<file path="config.mk">
export PLATFORM = sky130hd
export DESIGN_NAME = dbus_arbiter_flat
export DESIGN_NICKNAME = d
export VERILOG_FILES = /design/src/rtl/dbus_arbiter_if.sv /design/src/rtl/dbus_arbiter.sv /design/src/flat_wrapper.sv
export SDC_FILE = /design/constraint.sdc
export NUM_CORES = 1
export LEC_CHECK = 0
export ABC_AREA = 1
export CAP_MARGIN = 20
export CELL_PAD_IN_SITES_DETAIL_PLACEMENT = 0
export CELL_PAD_IN_SITES_GLOBAL_PLACEMENT = 2
export CORE_ASPECT_RATIO = 0.5
export CORE_MARGIN = 5
export CORE_UTILIZATION = 18
export DETAILED_ROUTE_END_ITERATION = 8
export HOLD_SLACK_MARGIN = 0.05
export PLACE_DENSITY_LB_ADDON = 0.05
export SYNTH_ARGS = -nofsm -noshare
export SYNTH_HDL_FRONTEND = slang
export SYNTH_SLANG_ARGS = --single-unit
export TNS_END_PERCENT = 5
</file>
<file path="constraint.sdc">
create_clock -name clk -period 4.2 [get_ports clk]
set_clock_uncertainty 0.2 [all_clocks]
set_input_delay 0.84 -clock clk [delete_from_list [all_inputs] [get_ports clk]]
set_output_delay 0.84 -clock clk [all_outputs]
set_load 0.03 [all_outputs]
</file>
<file path="src/rtl/dbus_arbiter_if.sv">
// Shared dBUS types and the arbiter's bundled bus interface.
// Latency: n/a (type and port bundle only).
// Backpressure: n/a; the bus has no stall signal, and completion is reported by addr_ok/data_ok.
//
// Port summary (interface signals):
//   ptw_req / ptw_resp : page-table-walker request in, response out
//   lsu_req / lsu_resp : load/store unit request in, response out
//   dreq / dresp       : shared downstream dBUS request out, response in
//   grant              : one-hot owner (bit0 PTW, bit1 LSU), busy : transaction outstanding
package dbus_pkg;

  localparam logic [1:0] MSIZE1 = 2'd0;
  localparam logic [1:0] MSIZE2 = 2'd1;
  localparam logic [1:0] MSIZE4 = 2'd2;
  localparam logic [1:0] MSIZE8 = 2'd3;

  typedef struct packed {
    logic        valid;
    logic [31:0] addr;
    logic [1:0]  size;
    logic [7:0]  strobe;
    logic [63:0] data;
  } dbus_req_t;

  typedef struct packed {
    logic        addr_ok;
    logic        data_ok;
    logic [63:0] data;
  } dbus_resp_t;

endpackage

interface dbus_arbiter_if;
  import dbus_pkg::*;

  dbus_req_t  ptw_req;
  dbus_resp_t ptw_resp;
  dbus_req_t  lsu_req;
  dbus_resp_t lsu_resp;
  dbus_req_t  dreq;
  dbus_resp_t dresp;
  logic [1:0] grant;
  logic       busy;

  // Arbiter view: it is the master of the shared downstream bus.
  modport master (
    input  ptw_req, lsu_req, dresp,
    output ptw_resp, lsu_resp, dreq, grant, busy
  );

  // Environment view: requesters and the downstream memory side.
  modport slave (
    output ptw_req, lsu_req, dresp,
    input  ptw_resp, lsu_resp, dreq, grant, busy
  );

endinterface

</file>
<file path="src/rtl/dbus_arbiter.sv">
// Arbitrates the PTW and LSU onto one dBUS port, PTW-priority with a bounded streak.
// Latency: dreq.valid rises one cycle after a request is sampled in IDLE; one DRAIN cycle follows data_ok.
// Backpressure: the latched request is held on dreq until data_ok; other requesters wait for the next IDLE.
//
// Ports:
//   clk     : clock, rising edge
//   reset   : asynchronous active-low reset
//   io_dbus : dbus_arbiter_if.master bundle (ptw/lsu requests and responses, dreq/dresp, grant, busy)
module dbus_arbiter
  import dbus_pkg::*;
#(
  parameter int unsigned MAX_STREAK = 4
) (
  input  logic           clk,
  input  logic           reset,
  dbus_arbiter_if.master io_dbus
);

  localparam logic [2:0] LP_MAX_STREAK = 3'(MAX_STREAK);

  localparam logic [1:0] OWN_NONE = 2'b00;
  localparam logic [1:0] OWN_PTW  = 2'b01;
  localparam logic [1:0] OWN_LSU  = 2'b10;

  typedef enum logic [1:0] {
    S_IDLE  = 2'd0,
    S_BUSY  = 2'd1,
    S_DRAIN = 2'd2
  } state_e;

  state_e     r_state,  w_state_nxt;
  logic [1:0] r_owner,  w_owner_nxt;
  logic [2:0] r_streak, w_streak_nxt;
  dbus_req_t  r_req,    w_req_nxt;
  logic       r_abort,  w_abort_nxt;

  logic w_ptw_vld;
  logic w_lsu_vld;
  logic w_owner_vld;
  logic w_pick_ptw;
  logic w_fwd;
  logic w_suppress_dok;

  assign w_ptw_vld = io_dbus.ptw_req.valid;
  assign w_lsu_vld = io_dbus.lsu_req.valid;

  // Current valid of whichever requester owns the bus; used to detect aborts.
  always_comb begin
    w_owner_vld = 1'b0;
    if (r_owner == OWN_PTW) begin
      w_owner_vld = w_ptw_vld;
    end else if (r_owner == OWN_LSU) begin
      w_owner_vld = w_lsu_vld;
    end
  end

  // PTW wins unless the LSU has already been passed over MAX_STREAK times in a row.
  assign w_pick_ptw = w_ptw_vld && !(w_lsu_vld && (r_streak == LP_MAX_STREAK));

  // ---------------------------------------------------------------------------
  // FSM state register and per-transaction context
  // ---------------------------------------------------------------------------
  always_ff @(posedge clk or negedge reset) begin
    if (!reset) begin
      r_state  <= S_IDLE;
      r_owner  <= OWN_NONE;
      r_streak <= 3'd0;
      r_req    <= '0;
      r_abort  <= 1'b0;
    end else begin
      r_state  <= w_state_nxt;
      r_owner  <= w_owner_nxt;
      r_streak <= w_streak_nxt;
      r_req    <= w_req_nxt;
      r_abort  <= w_abort_nxt;
    end
  end

  // ---------------------------------------------------------------------------
  // FSM next-state logic
  // ---------------------------------------------------------------------------
  always_comb begin
    w_state_nxt  = r_state;
    w_owner_nxt  = r_owner;
    w_streak_nxt = r_streak;
    w_req_nxt    = r_req;
    w_abort_nxt  = r_abort;

    case (r_state)
      S_IDLE: begin
        if (w_ptw_vld || w_lsu_vld) begin
          w_state_nxt = S_BUSY;
          w_abort_nxt = 1'b0;
          if (w_pick_ptw) begin
            w_owner_nxt = OWN_PTW;
            w_req_nxt   = io_dbus.ptw_req;
            // Only count PTW wins that actually made the LSU wait.
            if (!w_lsu_vld) begin
              w_streak_nxt = 3'd0;
            end else if (r_streak != LP_MAX_STREAK) begin
              w_streak_nxt = r_streak + 3'd1;
            end
          end else begin
            w_owner_nxt  = OWN_LSU;
            w_req_nxt    = io_dbus.lsu_req;
            w_streak_nxt = 3'd0;
          end
          // The latched copy is what dreq shows in BUSY, so its valid is set here.
          w_req_nxt.valid = 1'b1;
        end
      end

      S_BUSY: begin
        // Once the owner lets go, its eventual data_ok is no longer wanted.
        if (!w_owner_vld) begin
          w_abort_nxt = 1'b1;
        end
        if (io_dbus.dresp.data_ok) begin
          w_state_nxt = S_DRAIN;
        end
      end

      S_DRAIN: begin
        // One dead cycle so a requester's registered valid can fall before re-arbitration.
        w_state_nxt = S_IDLE;
        w_owner_nxt = OWN_NONE;
        w_abort_nxt = 1'b0;
      end

      default: begin
        w_state_nxt = S_IDLE;
        w_owner_nxt = OWN_NONE;
        w_abort_nxt = 1'b0;
      end
    endcase
  end

  // ---------------------------------------------------------------------------
  // Outputs: all derived from registered state, so reset clears them at once.
  // ---------------------------------------------------------------------------
  assign w_fwd          = (r_state == S_BUSY);
  assign w_suppress_dok = r_abort || !w_owner_vld;

  always_comb begin
    io_dbus.dreq  = '0;
    io_dbus.grant = OWN_NONE;
    io_dbus.busy  = 1'b0;
    if (r_state == S_BUSY) begin
      io_dbus.dreq = r_req;
      io_dbus.busy = 1'b1;
    end
    if (r_state != S_IDLE) begin
      io_dbus.grant = r_owner;
    end
  end

  // Downstream response goes to the owner only; the other side sees zeros.
  always_comb begin
    io_dbus.ptw_resp = '0;
    io_dbus.lsu_resp = '0;
    if (w_fwd && (r_owner == OWN_PTW)) begin
      io_dbus.ptw_resp = io_dbus.dresp;
      if (w_suppress_dok) begin
        io_dbus.ptw_resp.data_ok = 1'b0;
      end
    end
    if (w_fwd && (r_owner == OWN_LSU)) begin
      io_dbus.lsu_resp = io_dbus.dresp;
      if (w_suppress_dok) begin
        io_dbus.lsu_resp.data_ok = 1'b0;
      end
    end
  end

endmodule

</file>
<file path="src/flat_wrapper.sv">
// flat-port wrapper written by rule: the top's interface ports become plain ports
module dbus_arbiter_flat import dbus_pkg::*;
#(
  parameter int unsigned MAX_STREAK = 4
)
  (clk, reset, io_dbus_ptw_req, io_dbus_lsu_req, io_dbus_dresp, io_dbus_ptw_resp, io_dbus_lsu_resp, io_dbus_dreq, io_dbus_grant, io_dbus_busy);
  dbus_arbiter_if io_dbus_i ();
  input  logic clk;
  input  logic reset;
  input wire logic [$bits(io_dbus_i.ptw_req)-1:0] io_dbus_ptw_req;
  input wire logic [$bits(io_dbus_i.lsu_req)-1:0] io_dbus_lsu_req;
  input wire logic [$bits(io_dbus_i.dresp)-1:0] io_dbus_dresp;
  output wire logic [$bits(io_dbus_i.ptw_resp)-1:0] io_dbus_ptw_resp;
  output wire logic [$bits(io_dbus_i.lsu_resp)-1:0] io_dbus_lsu_resp;
  output wire logic [$bits(io_dbus_i.dreq)-1:0] io_dbus_dreq;
  output wire logic [$bits(io_dbus_i.grant)-1:0] io_dbus_grant;
  output wire logic [$bits(io_dbus_i.busy)-1:0] io_dbus_busy;
  assign io_dbus_i.ptw_req = io_dbus_ptw_req;
  assign io_dbus_i.lsu_req = io_dbus_lsu_req;
  assign io_dbus_i.dresp = io_dbus_dresp;
  assign io_dbus_ptw_resp = io_dbus_i.ptw_resp;
  assign io_dbus_lsu_resp = io_dbus_i.lsu_resp;
  assign io_dbus_dreq = io_dbus_i.dreq;
  assign io_dbus_grant = io_dbus_i.grant;
  assign io_dbus_busy = io_dbus_i.busy;
  dbus_arbiter #(.MAX_STREAK(MAX_STREAK)) u_core (.clk(clk), .reset(reset), .io_dbus(io_dbus_i));
endmodule
</file>
# Word level (Yosys, flattened, before mapping)
# Index checks and enable logic that the tools add are counted.
# word_totals
ff_bits	115
out_inout_bits	242
# op_classes
bitwise	1
addsub	1
n_mux	21
n_eq_ne	9
n_reduce_logical	15
# ops
operator	n
2-to-1 mux 66 bit	2
2-to-1 mux 107 bit	1
2-to-1 mux 106 bit	1
2-to-1 mux 2 bit	5
2-to-1 mux 3 bit	3
one-hot mux 2 bit (2 select lines)	2
AND reduction 2 bit	4
2-to-1 mux 1 bit	6
inequality test 3 bit, second input constant	2
equality test 2 x 1 -> 1 bit, second input constant	2
logical AND 1 bit	4
inequality test 2 bit, second input constant	2
adder 3 x 1 -> 3 bit, second input constant	1
equality test 3 bit, second input constant	1
AND reduction 3 bit	1
equality test 2 bit, second input constant	1
logical NOT 1 bit	2
logical NOT 2 bit	1
logical OR 1 bit	2
inequality test 2 x 1 -> 1 bit, second input constant	1
one-hot mux 1 bit (2 select lines)	1
nonzero test 2 bit	1
NOT 1 bit	1

# Depth between registers and ports, before layout
# depth
word_depth	7
mapped_depth	8

# Worst setup path before layout
# No wires, ideal clock.
# synth_path
path_type	register to output
start	reg u_core.r_state[1]
end	out io_dbus_lsu_resp[24]
stages_incl_launch_ff	6
path_buffers	2
required_ps	3160
slack_ps	1297
arrival_ps	1863
path_cell_list	dfrtp_1 -> nor2_1 -> nand3_1 -> buf_2 -> buf_2 -> nor2_1
# synth_between
elab_chain_len	3
# synth_lines
element	line	source
start: declaration	dbus_arbiter.sv:31	state_e r_state, w_state_nxt;
start signal: assignment	dbus_arbiter.sv:71	r_state <= w_state_nxt;
equality test 2 x 1 -> 1 bit	dbus_arbiter.sv:141	assign w_fwd = (r_state == S_BUSY);
logical AND 1 bit	dbus_arbiter.sv:167	if (w_fwd && (r_owner == OWN_LSU)) begin
2-to-1 mux 66 bit	dbus_arbiter.sv:167	
end: declaration	flat_wrapper.sv:14	output wire logic [$bits(io_dbus_i.lsu_resp)-1:0] io_dbus_lsu_resp;
# No other way between the ends.

# Worst setup path in the final report
# layout_path
start	reg u_core.r_state[0]
end	out io_dbus_dreq[39]
# layout_between
elab_chain_len	2
# layout_lines
element	line	source
equality test 2 x 1 -> 1 bit	dbus_arbiter.sv:148	if (r_state == S_BUSY) begin
2-to-1 mux 107 bit	dbus_arbiter.sv:148	
end: declaration	flat_wrapper.sv:15	output wire logic [$bits(io_dbus_i.dreq)-1:0] io_dbus_dreq;
# No other way between the ends.

==> results.md <==
Power and ir drop:
- The fraction of power spent switching nets is 0.485.
- In this run the power spent charging and discharging nets is 4.28 mW.
- The sum of internal, switching and leakage power is 8.83 mW.
- For this design the ratio of total power to cell area is 647 nW/um2.
- The design internal power is 4.55 mW.
- Summed over all cells, the static leakage comes to 6.28 nW.
- The share of total power dissipated in the clock network is 0.165.
- Of the total power, registers draw 0.221.
- The peak ir drop on the vdd network is 317 uV.
- The part of the power in combinational logic is 0.614.

Timing:
- The max-slew headroom at the worst pin is 0.253.
- Based on the critical path, the design can be clocked at up to 263 MHz.
- The final-report max-slew violation count is 0.
- At the pin with the least slew margin, the transition time is 1120 ps.
- The hold violation total from the final report is 0.
- Setup repair after global routing left no endpoint under its margin.
- In the final timing run, aggregate negative setup slack is 0 ps.
- The routed design could run at a clock period as short as 3810 ps.
- The worst hold margin is 206 ps.
- Of the available clock period, the critical path in the final layout requires 0.907.
- Setup violations remaining at the end of the flow were counted as 0.

Global routing:
- Global routing finished with a remaining overflow of 0.
- The wire length of the first global-routing pass is 62.1 mm.
- The via count of the first global-routing pass came to 9445.
- The pin count of the biggest net entering global routing is 89.
- The number of antenna violations at the first check in global routing is 13.
- For this run, the total global-route usage over all layers was measured as 0.182.

Die:
- 524 I/O pins were placed.
- The initial utilization of the core area, before any placement, comes to 0.182.
- In this run the standard cell core region covers 40300 um2.
- The die area is 45200 um2.
- Measured along the y axis, the die boundary spans 153 um.
- The width of the die is 296 um.
- The floorplan has 52 rows.

Clock tree:
- The number of setup buffers added after CTS is 0.
- The number of hold buffers added after CTS was 0.
- The CTS sink count is 115.
- In this run the deepest clock path goes through 2 buffers.
- The post-CTS clock slew at the launch and capture registers of the worst setup and hold paths is 50 ps.
- TritonCTS created 17 clock buffers.
- The H-tree was split into 4 levels.
- The number of gates resized after cts is 0.
- Clock tree synthesis selected as its root buffer the cell clkbuf_16.
- The clock tree from TritonCTS is built.
- The source-to-sink clock delay at the later pin of the worst-skew pair is 430 ps.

Logic synthesis:
- The synthesized flop and latch total is 115.
- The count of mapped cells out of synthesis is 1139.
- The fraction of registers with async set or reset after synthesis is 1.00.
- In this run, synthesis inferred 0 flip-flops with an integrated enable.
- Counting distinct cell types in the post-synthesis netlist gives 21.
- The post-synthesis instance area is 7340 um2.
- The number of nets in the synthesized netlist is 1423.
- The dominant synthesized flop cell is dfrtp_1.
- The share of the Yosys chip area taken by registers is 0.392.
- The average instance in the mapped netlist occupies 6.44 um2.
- The count of yosys warnings during synthesis is 0.

Worst setup path:
- On the critical path, the stage with the largest delay is an instance of clkdlybuf4s50_1.
- The worst setup path is of the reg -> out kind.
- The family of cells with the greatest summed delay on the critical path is buffers and inverters.
- The dominant cell type by count on the critical path is nor2_1.
- The path depth of the worst reg2reg path is 8.
- Setup slack on the worst reg-to-reg path comes out at 1500 ps.
- The worst register-to-register path begins at u_core.r_streak[0].
- The data required time of the critical path is 3160 ps.
- The number of buffer and inverter stages on the critical path is 5.
- The capturing point of the worst reg2reg path is u_core.r_req[48].
- The signal on the critical path passes through inv_1 > nor2_1 > inv_4 > buf_16 > buf_4 > nor2_1 > clkdlybuf4s50_1.
- The signal arrival time at the worst endpoint is 2770 ps.
- The maximum fanout along the worst path is 67.
- The largest stage delay on the critical path is 690 ps.
- The worst setup path is captured at an output port.
- The element type at the critical path start is a register.

Layout:
- The finished cells cover 13700 um2.
- From synthesis to final layout, the design area changed by 86.0%.
- Once layout is complete, the utilization of the core stands at 0.338.
- The final net count is 1892.
- Of the cells placed in the final design, the portion with a size suffix greater than 1 is 0.0364.

Routing:
- The final layout contains routed wiring with a total length of 43.1 mm.
- The average via count per standard cell is 4.35.
- After the first detailed-routing iteration, the DRC count stood at 460.
- The first detailed-routing pass took 5 iterations.
- The remaining antenna violation count after routing is 0.
- In the final routed layout, each cell accounts on average for 19.9 um.
- After detailed routing, the number of remaining DRC violations is 0.
- The routed via count is 9412.

Placed design:
- At the end of routability-driven placement, the weighted congestion stood at 0.808.
- The estimated wirelength of the detail-placed design is 31.0 mm.
- Summing all placed instances gives a cell area of 13000 um2.
- Buffers placed on the I/O ports in this run total 523.

Run:
- Across the run, the number of max-cap violations was 0.

Run status:
- The flow ran to the end, and the final reports show no timing, DRC or antenna violations.

Min path:
- The type of the worst min-delay path is in -> async.
-- per-stage QoR --
step                      cells  setup slack (ps)
after CTS                  2158               199
after floorplan            1139              1300
after detailed placement   2128               382
final                      2166               392
after global routing       2165               227
after global placement     2128               331
-- power groups by stage --
stage	clock network [mW]	logic, mW	registers, mW
final	1.46	5.42	1.95
after global routing	1.55	5.85	2.02
after CTS	1.51	5.51	1.95
after detailed placement	0	5.49	1.96
after global placement	0	5.48	1.95
after floorplan	0	3.19	1.88
-- metal layers --
metal | share of wire | global-route usage
met2 | 0.55 | 0.351
met5 | 0.0021 | 0
met4 | 0.022 | 0.0529
met3 | 0.057 | 0.0485
met1 | 0.37 | 0.192
-- worst reg2reg max path, cell delays in order (launching register included) --
cell,delay [ps]
dfrtp_1,390
inv_1,60
ha_1,230
nand3_4,110
buf_4,460
buf_4,750
nand3_1,210
nand3_1,140
nand2_1,50
-- synth_stat cells, types with 2 or more instances --
| library cell | instances | share of area |
|---|---|---|
| nor2_1 | 245 | 0.13 |
| nand3_1 | 219 | 0.15 |
| inv_1 | 211 | 0.11 |
| nand2_1 | 151 | 0.077 |
| dfrtp_1 | 115 | 0.39 |
| nand4_1 | 92 | 0.078 |
| clkbuf_1 | 44 | 0.022 |
| buf_2 | 38 | 0.026 |
| buf_1 | 6 | 0.0031 |
| buf_4 | 5 | 0.0051 |
| ha_1 | 2 | 0.0034 |
| o21ai_0 | 2 | 0.0014 |
-- cell families (layout without fill, tap and decap cells) --
group / after synthesis / in the layout / synth area share
xor+xnor: 1 / 1 / 0.00119
flops: 115 / 115 / 0.392
other cells: 0 / 7 / 0
compound gates: 5 / 5 / 0.00358
fa+ha+maj: 2 / 2 / 0.00341
simple gates: 711 / 711 / 0.435
buf+inv: 305 / 785 / 0.165
-- sequential cells by signal, summed over array words and instances, names as in the netlist --
name and flops:
u_core.r_abort 1, u_core.r_state 2, u_core.r_streak 3, u_core.r_req 107
u_core.r_owner 2
-- worst max path at each step --
| stage | start | end | slack [ps] | depth (start not counted) |
|---|---|---|---|---|
| after global routing | u_core.r_state[1] | io_dbus_dreq[36] | 230 | 6 |
| after floorplan | u_core.r_state[1] | io_dbus_lsu_resp[24] | 1300 | 5 |
| after detailed placement | io_dbus_lsu_req[106] | io_dbus_lsu_resp[64] | 380 | 6 |
| after global placement | io_dbus_lsu_req[106] | io_dbus_lsu_resp[64] | 330 | 6 |
| final | u_core.r_state[0] | io_dbus_dreq[39] | 390 | 7 |
| after CTS | u_core.r_state[0] | io_dbus_dreq[58] | 200 | 6 |
-- layout make-up --
type | count | area, um2
Fill cell | 4342 | 26700
Timing Repair Buffer | 543 | 5430
Multi-Input combinational cell | 719 | 3280
Sequential cell | 115 | 2880
Inverter | 212 | 800
Tap cell | 540 | 676
Clock buffer | 26 | 529
Clock inverter | 4 | 45.0
Antenna cell | 7 | 17.5
-- cells in the final DEF, fill, tap and decap left out, drive strengths merged --
master	n
a21oi	1
buf	22
bufinv	1
clkbuf	26
clkdlybuf4s50	521
clkinv	4
dfrtp	115
diode	7
ha	2
inv	211
nand2	152
nand3	220
nand4	92
nor2	247
o21ai	3
o22ai	1
xnor2	1
No activity file was read; power rests on OpenSTA's default activity.
